$ cat config.mk
export PLATFORM = sky130hd
export DESIGN_NAME = fb_pixel_writer_flat
export DESIGN_NICKNAME = d
export VERILOG_FILES = /design/src/rtl/fb_pkg.sv /design/src/rtl/fb_pixel_writer_if.sv /design/src/rtl/fb_sat_counter.sv /design/src/rtl/fb_pixel_writer.sv /design/src/flat_wrapper.sv
export SDC_FILE = /design/constraint.sdc
export NUM_CORES = 1
export LEC_CHECK = 0
export CORE_AREA = 2 2 146 162
export CTS_CLUSTER_SIZE = 24
export DETAILED_ROUTE_END_ITERATION = 10
export DIE_AREA = 0 0 148 164
export PLACE_DENSITY_LB_ADDON = 0.25
export SLEW_MARGIN = 20
export SYNTH_ARGS = -nofsm -noshare
export SYNTH_HDL_FRONTEND = slang
export SYNTH_SLANG_ARGS = --single-unit
$ cat constraint.sdc
create_clock -name PLB_clk -period 2.8 [get_ports PLB_clk]
set_clock_uncertainty 0.15 [all_clocks]
set_input_delay 0.42 -clock PLB_clk [delete_from_list [all_inputs] [get_ports PLB_clk]]
set_output_delay 0.42 -clock PLB_clk [all_outputs]
set_load 0.005 [all_outputs]
$ cat src/rtl/fb_pkg.sv
// Shared definitions for the framebuffer pixel writer.
//   - FSM state encodings (plain 4-bit constants, legacy compatible)
//   - Slot layout: big-endian bit offsets relative to the start of a slot
package fb_pkg;

  localparam int unsigned SLOT_W       = 64;
  localparam int unsigned VALID_BIT    = 0;
  localparam int unsigned LINE_MSB_OFS = 15;
  localparam int unsigned COL_MSB_OFS  = 31;
  localparam int unsigned COLOR_OFS    = 32;
  localparam int unsigned COLOR_W      = 32;

  typedef logic [3:0] fb_state_t;

  localparam fb_state_t ST_IDLE       = 4'd0;
  localparam fb_state_t ST_FETCH      = 4'd1;
  localparam fb_state_t ST_LATCH      = 4'd2;
  localparam fb_state_t ST_SCAN       = 4'd3;
  localparam fb_state_t ST_REQ        = 4'd4;
  localparam fb_state_t ST_REARB      = 4'd5;
  localparam fb_state_t ST_WAIT_CMPLT = 4'd6;
  localparam fb_state_t ST_ERR_RST    = 4'd7;
  localparam fb_state_t ST_ERR_REC    = 4'd8;
  localparam fb_state_t ST_ADV        = 4'd9;

endpackage

$ cat src/rtl/fb_pixel_writer_if.sv
// PLB IPIF master bus bundle used by fb_pixel_writer.
//   master modport : the write master (drives IP2Bus_*, samples Bus2IP_*)
//   slave  modport : the IPIF side (drives Bus2IP_*, samples IP2Bus_*)
interface fb_pixel_writer_if #(
  parameter int unsigned C_MST_AWIDTH = 32,
  parameter int unsigned C_MST_DWIDTH = 32
);

  logic                        IP2Bus_MstRd_Req;
  logic                        IP2Bus_MstWr_Req;
  logic [0:C_MST_AWIDTH-1]     IP2Bus_Mst_Addr;
  logic [0:C_MST_DWIDTH/8-1]   IP2Bus_Mst_BE;
  logic                        IP2Bus_Mst_Lock;
  logic                        IP2Bus_Mst_Reset;
  logic [0:C_MST_DWIDTH-1]     IP2Bus_MstWr_d;

  logic                        Bus2IP_Mst_CmdAck;
  logic                        Bus2IP_Mst_Cmplt;
  logic                        Bus2IP_Mst_Error;
  logic                        Bus2IP_Mst_Rearbitrate;
  logic                        Bus2IP_Mst_Cmd_Timeout;
  logic [0:C_MST_DWIDTH-1]     Bus2IP_MstRd_d;
  logic                        Bus2IP_MstRd_src_rdy_n;
  logic                        Bus2IP_MstWr_dst_rdy_n;

  modport master (
    output IP2Bus_MstRd_Req, IP2Bus_MstWr_Req, IP2Bus_Mst_Addr, IP2Bus_Mst_BE,
           IP2Bus_Mst_Lock, IP2Bus_Mst_Reset, IP2Bus_MstWr_d,
    input  Bus2IP_Mst_CmdAck, Bus2IP_Mst_Cmplt, Bus2IP_Mst_Error,
           Bus2IP_Mst_Rearbitrate, Bus2IP_Mst_Cmd_Timeout, Bus2IP_MstRd_d,
           Bus2IP_MstRd_src_rdy_n, Bus2IP_MstWr_dst_rdy_n
  );

  modport slave (
    input  IP2Bus_MstRd_Req, IP2Bus_MstWr_Req, IP2Bus_Mst_Addr, IP2Bus_Mst_BE,
           IP2Bus_Mst_Lock, IP2Bus_Mst_Reset, IP2Bus_MstWr_d,
    output Bus2IP_Mst_CmdAck, Bus2IP_Mst_Cmplt, Bus2IP_Mst_Error,
           Bus2IP_Mst_Rearbitrate, Bus2IP_Mst_Cmd_Timeout, Bus2IP_MstRd_d,
           Bus2IP_MstRd_src_rdy_n, Bus2IP_MstWr_dst_rdy_n
  );

endinterface

$ cat src/rtl/fb_sat_counter.sv
// Saturating up-counter: holds at all-ones instead of wrapping.
//   clk   : clock
//   rst   : synchronous active-high reset to zero
//   inc   : count up by one this cycle
//   count : current value
module fb_sat_counter #(
  parameter int unsigned WIDTH = 16
) (
  input  logic             clk,
  input  logic             rst,
  input  logic             inc,
  output logic [WIDTH-1:0] count
);

  always_ff @(posedge clk) begin
    if (rst) begin
      count <= '0;
    end else if (inc && (count != '1)) begin
      count <= count + 1'b1;
    end
  end

endmodule

$ cat src/rtl/fb_pixel_writer.sv
// Framebuffer write master. Pops packed pixel words from the rasterizer FIFO,
// clips every valid slot against the framebuffer, and issues each surviving
// pixel as a single-beat PLB IPIF master write with bounded retry.
//   PLB_clk, reset : clock, synchronous active-high reset
//   fifo_data      : packed word, slot k at bits k*SLOT_W .. k*SLOT_W+SLOT_W-1
//   fifo_empty     : FIFO empty flag
//   fifo_rd_en     : one-cycle pop strobe
//   bus            : IPIF master bundle (master modport)
//   busy           : high whenever the FSM is not idle
//   pix_written    : saturating count of completed writes
//   pix_dropped    : saturating count of clipped and retry-exhausted pixels
module fb_pixel_writer
  import fb_pkg::*;
#(
  parameter int unsigned PIX_PER_WORD = 2,
  parameter int unsigned LINE_LEN     = 9,
  parameter int unsigned COL_LEN      = 10,
  parameter int unsigned FB_WIDTH     = 640,
  parameter int unsigned FB_HEIGHT    = 480,
  parameter int unsigned C_MST_AWIDTH = 32,
  parameter int unsigned C_MST_DWIDTH = 32,
  parameter logic [C_MST_AWIDTH-LINE_LEN-COL_LEN-3:0] FB_BASE_ADDR = 11'b1001_0000_000,
  parameter int unsigned MAX_RETRY    = 3
) (
  input  logic                          PLB_clk,
  input  logic                          reset,
  input  logic [0:PIX_PER_WORD*SLOT_W-1] fifo_data,
  input  logic                          fifo_empty,
  output logic                          fifo_rd_en,
  fb_pixel_writer_if.master             bus,
  output logic                          busy,
  output logic [0:31]                   pix_written,
  output logic [0:15]                   pix_dropped
);

  localparam int unsigned IDX_W   = (PIX_PER_WORD > 1) ? $clog2(PIX_PER_WORD) : 1;
  localparam int unsigned RETRY_W = (MAX_RETRY > 0) ? $clog2(MAX_RETRY + 1) : 1;

  fb_state_t                      state;
  logic [0:PIX_PER_WORD*SLOT_W-1] word_reg;
  logic [IDX_W-1:0]               idx;
  logic [RETRY_W-1:0]             retry;
  logic [LINE_LEN-1:0]            line_r;
  logic [COL_LEN-1:0]             col_r;
  logic [COLOR_W-1:0]             color_r;

  logic [0:SLOT_W-1]   slot;
  logic                slot_valid;
  logic [LINE_LEN-1:0] slot_line;
  logic [COL_LEN-1:0]  slot_col;
  logic [COLOR_W-1:0]  slot_color;
  logic                slot_clip;
  logic                bus_fail;
  logic                retry_left;
  logic                written_inc;
  logic                dropped_inc;
  logic [31:0]         written_cnt;
  logic [15:0]         dropped_cnt;

  // Slot fields are big-endian; ascending part selects keep the first bit as MSB.
  assign slot       = word_reg[idx*SLOT_W +: SLOT_W];
  assign slot_valid = slot[VALID_BIT];
  assign slot_line  = slot[LINE_MSB_OFS-LINE_LEN+1 +: LINE_LEN];
  assign slot_col   = slot[COL_MSB_OFS-COL_LEN+1 +: COL_LEN];
  assign slot_color = slot[COLOR_OFS +: COLOR_W];
  assign slot_clip  = (32'(slot_line) >= FB_HEIGHT) || (32'(slot_col) >= FB_WIDTH);

  assign bus_fail   = bus.Bus2IP_Mst_Error || bus.Bus2IP_Mst_Cmd_Timeout;
  assign retry_left = (retry < RETRY_W'(MAX_RETRY));

  always_ff @(posedge PLB_clk) begin
    if (reset) begin
      state    <= ST_IDLE;
      word_reg <= '0;
      idx      <= '0;
      retry    <= '0;
      line_r   <= '0;
      col_r    <= '0;
      color_r  <= '0;
    end else begin
      case (state)
        ST_IDLE:  if (!fifo_empty) state <= ST_FETCH;
        ST_FETCH: state <= ST_LATCH;
        ST_LATCH: begin
          word_reg <= fifo_data;
          idx      <= '0;
          state    <= ST_SCAN;
        end
        ST_SCAN: begin
          if (slot_valid && !slot_clip) begin
            line_r  <= slot_line;
            col_r   <= slot_col;
            color_r <= slot_color;
            retry   <= '0;
            state   <= ST_REQ;
          end else begin
            state <= ST_ADV;
          end
        end
        ST_REQ: begin
          if (bus_fail)                                              state <= ST_ERR_RST;
          else if (bus.Bus2IP_Mst_Rearbitrate)                       state <= ST_REARB;
          else if (bus.Bus2IP_Mst_CmdAck && bus.Bus2IP_Mst_Cmplt)    state <= ST_ADV;
          else if (bus.Bus2IP_Mst_CmdAck)                            state <= ST_WAIT_CMPLT;
        end
        ST_REARB: state <= ST_REQ;
        ST_WAIT_CMPLT: begin
          if (bus_fail)                  state <= ST_ERR_RST;
          else if (bus.Bus2IP_Mst_Cmplt) state <= ST_ADV;
        end
        ST_ERR_RST: state <= ST_ERR_REC;
        ST_ERR_REC: begin
          if (retry_left) begin
            retry <= retry + 1'b1;
            state <= ST_REQ;
          end else begin
            state <= ST_ADV;
          end
        end
        ST_ADV: begin
          if (idx == IDX_W'(PIX_PER_WORD - 1)) begin
            state <= ST_IDLE;
          end else begin
            idx   <= idx + 1'b1;
            state <= ST_SCAN;
          end
        end
        default: state <= ST_IDLE;
      endcase
    end
  end

  // Completion in REQ only counts when no higher-priority status is present.
  always_comb begin
    written_inc = 1'b0;
    dropped_inc = 1'b0;
    case (state)
      ST_REQ:        written_inc = !bus_fail && !bus.Bus2IP_Mst_Rearbitrate &&
                                   bus.Bus2IP_Mst_CmdAck && bus.Bus2IP_Mst_Cmplt;
      ST_WAIT_CMPLT: written_inc = !bus_fail && bus.Bus2IP_Mst_Cmplt;
      ST_SCAN:       dropped_inc = slot_valid && slot_clip;
      ST_ERR_REC:    dropped_inc = !retry_left;
      default: begin
        written_inc = 1'b0;
        dropped_inc = 1'b0;
      end
    endcase
  end

  fb_sat_counter #(.WIDTH(32)) u_written (
    .clk   (PLB_clk),
    .rst   (reset),
    .inc   (written_inc),
    .count (written_cnt)
  );

  fb_sat_counter #(.WIDTH(16)) u_dropped (
    .clk   (PLB_clk),
    .rst   (reset),
    .inc   (dropped_inc),
    .count (dropped_cnt)
  );

  assign pix_written = written_cnt;
  assign pix_dropped = dropped_cnt;

  assign fifo_rd_en           = (state == ST_FETCH);
  assign busy                 = (state != ST_IDLE);
  assign bus.IP2Bus_MstRd_Req = 1'b0;
  assign bus.IP2Bus_MstWr_Req = (state == ST_REQ);
  assign bus.IP2Bus_Mst_Addr  = {FB_BASE_ADDR, line_r, col_r, 2'b00};
  assign bus.IP2Bus_Mst_BE    = '1;
  assign bus.IP2Bus_Mst_Lock  = 1'b0;
  assign bus.IP2Bus_Mst_Reset = reset || (state == ST_ERR_RST);
  assign bus.IP2Bus_MstWr_d   = color_r;

  logic unused_bus;
  assign unused_bus = ^{bus.Bus2IP_MstRd_d, bus.Bus2IP_MstRd_src_rdy_n,
                        bus.Bus2IP_MstWr_dst_rdy_n};

endmodule

$ cat src/flat_wrapper.sv
// flat-port wrapper written by rule: the top's interface ports become plain ports
module fb_pixel_writer_flat import fb_pkg::*;
#(
  parameter int unsigned PIX_PER_WORD = 2,
  parameter int unsigned LINE_LEN     = 9,
  parameter int unsigned COL_LEN      = 10,
  parameter int unsigned FB_WIDTH     = 640,
  parameter int unsigned FB_HEIGHT    = 480,
  parameter int unsigned C_MST_AWIDTH = 32,
  parameter int unsigned C_MST_DWIDTH = 32,
  parameter logic [C_MST_AWIDTH-LINE_LEN-COL_LEN-3:0] FB_BASE_ADDR = 11'b1001_0000_000,
  parameter int unsigned MAX_RETRY    = 3
)
  (PLB_clk, reset, fifo_data, fifo_empty, fifo_rd_en, busy, pix_written, pix_dropped, bus_IP2Bus_MstRd_Req, bus_IP2Bus_MstWr_Req, bus_IP2Bus_Mst_Addr, bus_IP2Bus_Mst_BE, bus_IP2Bus_Mst_Lock, bus_IP2Bus_Mst_Reset, bus_IP2Bus_MstWr_d, bus_Bus2IP_Mst_CmdAck, bus_Bus2IP_Mst_Cmplt, bus_Bus2IP_Mst_Error, bus_Bus2IP_Mst_Rearbitrate, bus_Bus2IP_Mst_Cmd_Timeout, bus_Bus2IP_MstRd_d, bus_Bus2IP_MstRd_src_rdy_n, bus_Bus2IP_MstWr_dst_rdy_n);
  fb_pixel_writer_if #(.C_MST_AWIDTH(C_MST_AWIDTH), .C_MST_DWIDTH(C_MST_DWIDTH)) bus_i ();
  input  logic PLB_clk;
  input  logic reset;
  input  logic [0:PIX_PER_WORD*SLOT_W-1] fifo_data;
  input  logic fifo_empty;
  output logic fifo_rd_en;
  output logic busy;
  output logic [0:31] pix_written;
  output logic [0:15] pix_dropped;
  output wire logic [$bits(bus_i.IP2Bus_MstRd_Req)-1:0] bus_IP2Bus_MstRd_Req;
  output wire logic [$bits(bus_i.IP2Bus_MstWr_Req)-1:0] bus_IP2Bus_MstWr_Req;
  output wire logic [$bits(bus_i.IP2Bus_Mst_Addr)-1:0] bus_IP2Bus_Mst_Addr;
  output wire logic [$bits(bus_i.IP2Bus_Mst_BE)-1:0] bus_IP2Bus_Mst_BE;
  output wire logic [$bits(bus_i.IP2Bus_Mst_Lock)-1:0] bus_IP2Bus_Mst_Lock;
  output wire logic [$bits(bus_i.IP2Bus_Mst_Reset)-1:0] bus_IP2Bus_Mst_Reset;
  output wire logic [$bits(bus_i.IP2Bus_MstWr_d)-1:0] bus_IP2Bus_MstWr_d;
  input wire logic [$bits(bus_i.Bus2IP_Mst_CmdAck)-1:0] bus_Bus2IP_Mst_CmdAck;
  input wire logic [$bits(bus_i.Bus2IP_Mst_Cmplt)-1:0] bus_Bus2IP_Mst_Cmplt;
  input wire logic [$bits(bus_i.Bus2IP_Mst_Error)-1:0] bus_Bus2IP_Mst_Error;
  input wire logic [$bits(bus_i.Bus2IP_Mst_Rearbitrate)-1:0] bus_Bus2IP_Mst_Rearbitrate;
  input wire logic [$bits(bus_i.Bus2IP_Mst_Cmd_Timeout)-1:0] bus_Bus2IP_Mst_Cmd_Timeout;
  input wire logic [$bits(bus_i.Bus2IP_MstRd_d)-1:0] bus_Bus2IP_MstRd_d;
  input wire logic [$bits(bus_i.Bus2IP_MstRd_src_rdy_n)-1:0] bus_Bus2IP_MstRd_src_rdy_n;
  input wire logic [$bits(bus_i.Bus2IP_MstWr_dst_rdy_n)-1:0] bus_Bus2IP_MstWr_dst_rdy_n;
  assign bus_IP2Bus_MstRd_Req = bus_i.IP2Bus_MstRd_Req;
  assign bus_IP2Bus_MstWr_Req = bus_i.IP2Bus_MstWr_Req;
  assign bus_IP2Bus_Mst_Addr = bus_i.IP2Bus_Mst_Addr;
  assign bus_IP2Bus_Mst_BE = bus_i.IP2Bus_Mst_BE;
  assign bus_IP2Bus_Mst_Lock = bus_i.IP2Bus_Mst_Lock;
  assign bus_IP2Bus_Mst_Reset = bus_i.IP2Bus_Mst_Reset;
  assign bus_IP2Bus_MstWr_d = bus_i.IP2Bus_MstWr_d;
  assign bus_i.Bus2IP_Mst_CmdAck = bus_Bus2IP_Mst_CmdAck;
  assign bus_i.Bus2IP_Mst_Cmplt = bus_Bus2IP_Mst_Cmplt;
  assign bus_i.Bus2IP_Mst_Error = bus_Bus2IP_Mst_Error;
  assign bus_i.Bus2IP_Mst_Rearbitrate = bus_Bus2IP_Mst_Rearbitrate;
  assign bus_i.Bus2IP_Mst_Cmd_Timeout = bus_Bus2IP_Mst_Cmd_Timeout;
  assign bus_i.Bus2IP_MstRd_d = bus_Bus2IP_MstRd_d;
  assign bus_i.Bus2IP_MstRd_src_rdy_n = bus_Bus2IP_MstRd_src_rdy_n;
  assign bus_i.Bus2IP_MstWr_dst_rdy_n = bus_Bus2IP_MstWr_dst_rdy_n;
  fb_pixel_writer #(.PIX_PER_WORD(PIX_PER_WORD), .LINE_LEN(LINE_LEN), .COL_LEN(COL_LEN), .FB_WIDTH(FB_WIDTH), .FB_HEIGHT(FB_HEIGHT), .C_MST_AWIDTH(C_MST_AWIDTH), .C_MST_DWIDTH(C_MST_DWIDTH), .FB_BASE_ADDR(FB_BASE_ADDR), .MAX_RETRY(MAX_RETRY)) u_core (.PLB_clk(PLB_clk), .reset(reset), .fifo_data(fifo_data), .fifo_empty(fifo_empty), .fifo_rd_en(fifo_rd_en), .bus(bus_i), .busy(busy), .pix_written(pix_written), .pix_dropped(pix_dropped));
endmodule
==> load_flow_metrics.sql <==
INSERT INTO impl_metrics (metric_group, metric, value, unit) VALUES
('logic_synthesis', 'cell_variety_after_synth', '56', ''),
('outcome', 'run_status', 'finished, final reports clean', ''),
('worst_hold_path', 'min_to', 'u_core.u_dropped.count[6]$_SDFFE_PP0P_', ''),
('critical_path', 'cpPeakStageDelay', '0.54', 'ns'),
('final_layout', 'final_nets', '1438', ''),
('worst_hold_path', 'hold_path_class', 'primary input to flip-flop', ''),
('sta', 'post-route-period-util', '91.85', '%'),
('clock_network', 'cts.reportedPaths.clkPinSlew', '0.06', 'ns'),
('floorplanning', 'rows', '58', ''),
('worst_hold_path', 'whs_path_depth', '2', ''),
('critical_path', 'timing.critical_path.cells', 'buf_4 > nor2_1 > and2_1 > clkdlybuf4s50_1', ''),
('route', 'dr.pass1.iters', '4', ''),
('final_layout', 'area_growth_syn_to_layout', '35.75', '%'),
('logic_synthesis', 'synth.mux.area_fraction', '6.696', '%'),
('clock_network', 'cts-root-buf', 'sky130_fd_sc_hd__clkbuf_16', ''),
('floorplanning', 'floorplan.die.height', '164', 'um'),
('clock_network', 'clock_path_buffers', '3', ''),
('critical_path', 'reg2reg_depth', '5', ''),
('critical_path', 'timing.critical_path.fanout_max', '9', ''),
('sta', 'fin_setup_tns', '0', 'ns'),
('logic_synthesis', 'synth_fa_ha_area_share', '0.4194', '%'),
('route', 'via_per_inst', '5.129', ''),
('critical_path', 'setup.worst_path.class', 'flip-flop to output port', ''),
('global_route', 'maximum_number_of_pins_on_one_net_before_global_route_repair', '133', ''),
('critical_path', 'arrival_time_at_the_worst_endpoint', '2.00', 'ns'),
('route', 'detail_route.drc_violations', '0', ''),
('logic_synthesis', 'yosys_warnings', '0', ''),
('global_route', 'grt.total_usage', '18.28', '%'),
('final_layout', 'finalCoreUtilization', '53.66', '%'),
('global_route', 'first_global_vias', '7425', ''),
('floorplanning', 'core_region_area', '22640', 'sq um'),
('floorplanning', 'initial_util', '39.53', '%'),
('clock_network', 'tritoncts_clock_tree', 'yes', ''),
('global_route', 'global_route_congestion_overflow_total', '0', ''),
('placement', 'port_buffers', '214', ''),
('placement', 'hpwlAfterDp', '15410', 'um'),
('logic_synthesis', 'fraction_of_the_mapped_netlist_area_in_compound_gates', '17.61', '%'),
('logic_synthesis', 'synth-edff-count', '0', ''),
('pwr', 'share_clk_of_total_power', '43.9', '%'),
('critical_path', 'timing.rr.start', 'u_core.u_written.count[28]$_SDFFE_PP0P_', ''),
('final_layout', 'filler_cell_count', '2145', ''),
('logic_synthesis', 'ffs_w_async_s_r_synth', '0', '%'),
('logic_synthesis', 'synthesis.instances', '1081', ''),
('sta', 'setup_viol_count_final', '0', ''),
('sta', 'slew_violations', '0', ''),
('logic_synthesis', 'syn_area', '8950', 'sq um'),
('final_layout', 'drive_above_1_share', '7.098', '%'),
('logic_synthesis', 'postSynthAreaPerCell', '8.279', 'sq um'),
('route', 'route.vias.total', '8125', ''),
('floorplanning', 'fp.dieW', '148', 'um'),
('worst_hold_path', 'worst_hold_startpoint', 'reset', ''),
('clock_network', 'tritoncts.num_buffers', '24', ''),
('clock_network', 'worst_skew_pair.late_latency', '0.51', 'ns'),
('pwr', 'seq_power_share', '45.2', '%'),
('sta', 'grt_setup_unrepaired', 'no', ''),
('critical_path', 'worst-r2r-setup-slack', '0.24', 'ns'),
('pwr', 'powerDensity', '586.6', 'nW/um^2'),
('route', 'route.detailed.wl_per_inst', '14.65', 'um'),
('clock_network', 'cts_post_setup_buffers_inserted', '0', ''),
('sta', 'max_slew_margin', '38.57', '%'),
('placement', 'place.gp.congestion', '0.8042', ''),
('critical_path', 'cp_data_required_time', '2.23', 'ns'),
('pwr', 'power.net_switching', '0.001727', 'W'),
('final_layout', 'largest_register_ff_count', '104', ''),
('critical_path', 'regToRegEndpoint', 'u_core.u_written.count[1]$_SDFFE_PP0P_', ''),
('logic_synthesis', 'sequential_cell_area_fraction_in_the_yosys_report', '46.97', '%'),
('global_route', 'grt_antenna_before_repair', '3', ''),
('route', 'postRouteAntennaNets', '0', ''),
('pwr', 'internal_power', '0.005399', 'W'),
('sta', 'hold_violations', '0', ''),
('sta', 'worst_pin_slew', '0.9215', 'ns');
[kinds of logic (layout without fill, tap and decap cells)]
family	count (synthesis)	in the layout
other	2	21
buffers and inverters	108	292
AOI/OAI and AO/OA	262	262
DFF	210	210
xor gates and xnor gates	2	2
adders and majority gates	3	3
and+or+nand+nor	435	435
muxes	59	59
[through the flow]
step	worst slack, ns	total power [W]	std cells	cell area [sq um]	hold WS [ns]
2_1_floorplan	0.6434	0.003730	1098	9014	0.2857
3_3_place_gp	0.1030	0.004052	1539	11340	0.2917
3_5_place_dp	0.07358	0.004067	1539	11340	0.2962
4_1_cts	0.1514	0.007223	1582	12140	0.1324
5_1_grt	0.02901	0.007449	1584	12150	0.1695
6_report	0.2281	0.007126	1584	12150	0.1523
[cells in the mapped netlist, drive strengths merged (3+ instances only)]
library cell  number  area share, %
and2               5           0.35
nand4             13           0.98
and4               5           0.49
nand2b             3           0.21
o41ai              3           0.29
nor2b             10           0.70
nand3             23            1.3
or3               17            1.2
nor3               9           0.56
a21oi            145            8.1
nor4b              3           0.36
buf               38            2.7
nor4               7           0.56
a211oi            51            4.3
inv                9           0.38
nor2              74            3.1
mux2               7           0.88
dfxtp            210             47
o21ai             25            1.4
clkbuf            61            2.6
or4               17            1.5
o31ai             21            1.8
or2                4           0.28
mux2i             52            5.8
and3               6           0.42
nand2            233            9.8
ha                 3           0.42
[worst max path at each step]
stage                                                         end                                     from  slack [ns]  cells after the start
after floorplan           u_core.u_written.count[23]$_SDFFE_PP0P_               bus_Bus2IP_Mst_Cmd_Timeout        0.64                      6
after global placement    u_core.u_written.count[21]$_SDFFE_PP0P_               bus_Bus2IP_Mst_Cmd_Timeout        0.10                      6
after detailed placement  u_core.u_written.count[25]$_SDFFE_PP0P_               bus_Bus2IP_Mst_Cmd_Timeout        0.07                      6
after CTS                  u_core.u_dropped.count[5]$_SDFFE_PP0P_             u_core.state[0]$_SDFFE_PP0P_        0.15                      6
after global routing       u_core.u_written.count[1]$_SDFFE_PP0P_  u_core.u_written.count[27]$_SDFFE_PP0P_        0.03                      5
final                                        bus_IP2Bus_MstWr_Req             u_core.state[0]$_SDFFE_PP0P_        0.23                      4
[power by group through the flow]
stage                     sequential (W)  combinational (W)  clock [W]
after floorplan                  0.00326           0.000469          0
after global placement           0.00328           0.000776          0
after detailed placement         0.00328           0.000784          0
after CTS                        0.00322           0.000788    0.00322
after global routing             0.00323           0.000873    0.00334
final                            0.00322           0.000777    0.00313
[routing by layer]
| metal | global-route usage (%) | vias up | share of wire (%) |
|---|---|---|---|
| met5 | 0 | - | 0 |
| met4 | 5.368 | 0 | 1.8 |
| met3 | 4.556 | 30 | 7.2 |
| met2 | 30.41 | 213 | 47 |
| met1 | 23.56 | 3749 | 44 |
| li1 | - | 4133 | - |
[critical path: cells and delay by family, from the launching register on]
kind | cells | cell delay (ns)
buffers and inverters | 2 | 0.74
DFF | 1 | 0.39
and+or+nand+nor | 2 | 0.37
[layout make-up]
| class | instances | area, sq um | share of cell area (%) |
|---|---|---|---|
| repair buffers | 240 | 2401 | 19.76 |
| diodes | 2 | 5.005 | 0.04119 |
| inverters | 9 | 33.78 | 0.2781 |
| clock buffers | 37 | 740.7 | 6.097 |
| flip-flops and latches | 210 | 4208 | 34.63 |
| clock inverters | 6 | 61.31 | 0.5046 |
| well taps | 300 | 375.4 | 3.090 |
| multi-input cells | 780 | 4324 | 35.59 |
[cell usage in the layout (no fill, tap or decap), types with 3 or more instances in the layout]
cell type / count
sky130_fd_sc_hd__clkbuf_16: 25
sky130_fd_sc_hd__dfxtp_1: 209
sky130_fd_sc_hd__o31ai_1: 20
sky130_fd_sc_hd__nor2b_1: 10
sky130_fd_sc_hd__and4_1: 5
sky130_fd_sc_hd__nand2_1: 233
sky130_fd_sc_hd__clkdlybuf4s50_1: 213
sky130_fd_sc_hd__or4_1: 16
sky130_fd_sc_hd__clkinv_2: 4
sky130_fd_sc_hd__nand4_1: 12
sky130_fd_sc_hd__mux2i_1: 52
sky130_fd_sc_hd__inv_1: 9
sky130_fd_sc_hd__nor2_1: 74
sky130_fd_sc_hd__buf_4: 21
sky130_fd_sc_hd__a21oi_1: 144
sky130_fd_sc_hd__clkbuf_1: 5
sky130_fd_sc_hd__a211oi_1: 51
sky130_fd_sc_hd__buf_12: 5
sky130_fd_sc_hd__and3_1: 5
sky130_fd_sc_hd__o41ai_1: 3
sky130_fd_sc_hd__nor3_1: 7
sky130_fd_sc_hd__ha_1: 3
sky130_fd_sc_hd__nand2b_1: 3
sky130_fd_sc_hd__nor4_1: 6
sky130_fd_sc_hd__clkbuf_8: 7
sky130_fd_sc_hd__o21ai_0: 25
sky130_fd_sc_hd__conb_1: 19
sky130_fd_sc_hd__or3_1: 16
sky130_fd_sc_hd__mux2_2: 7
sky130_fd_sc_hd__nand3_1: 23
sky130_fd_sc_hd__or2_2: 4
sky130_fd_sc_hd__and2_1: 5
Power figures use the tool's default switching activity.
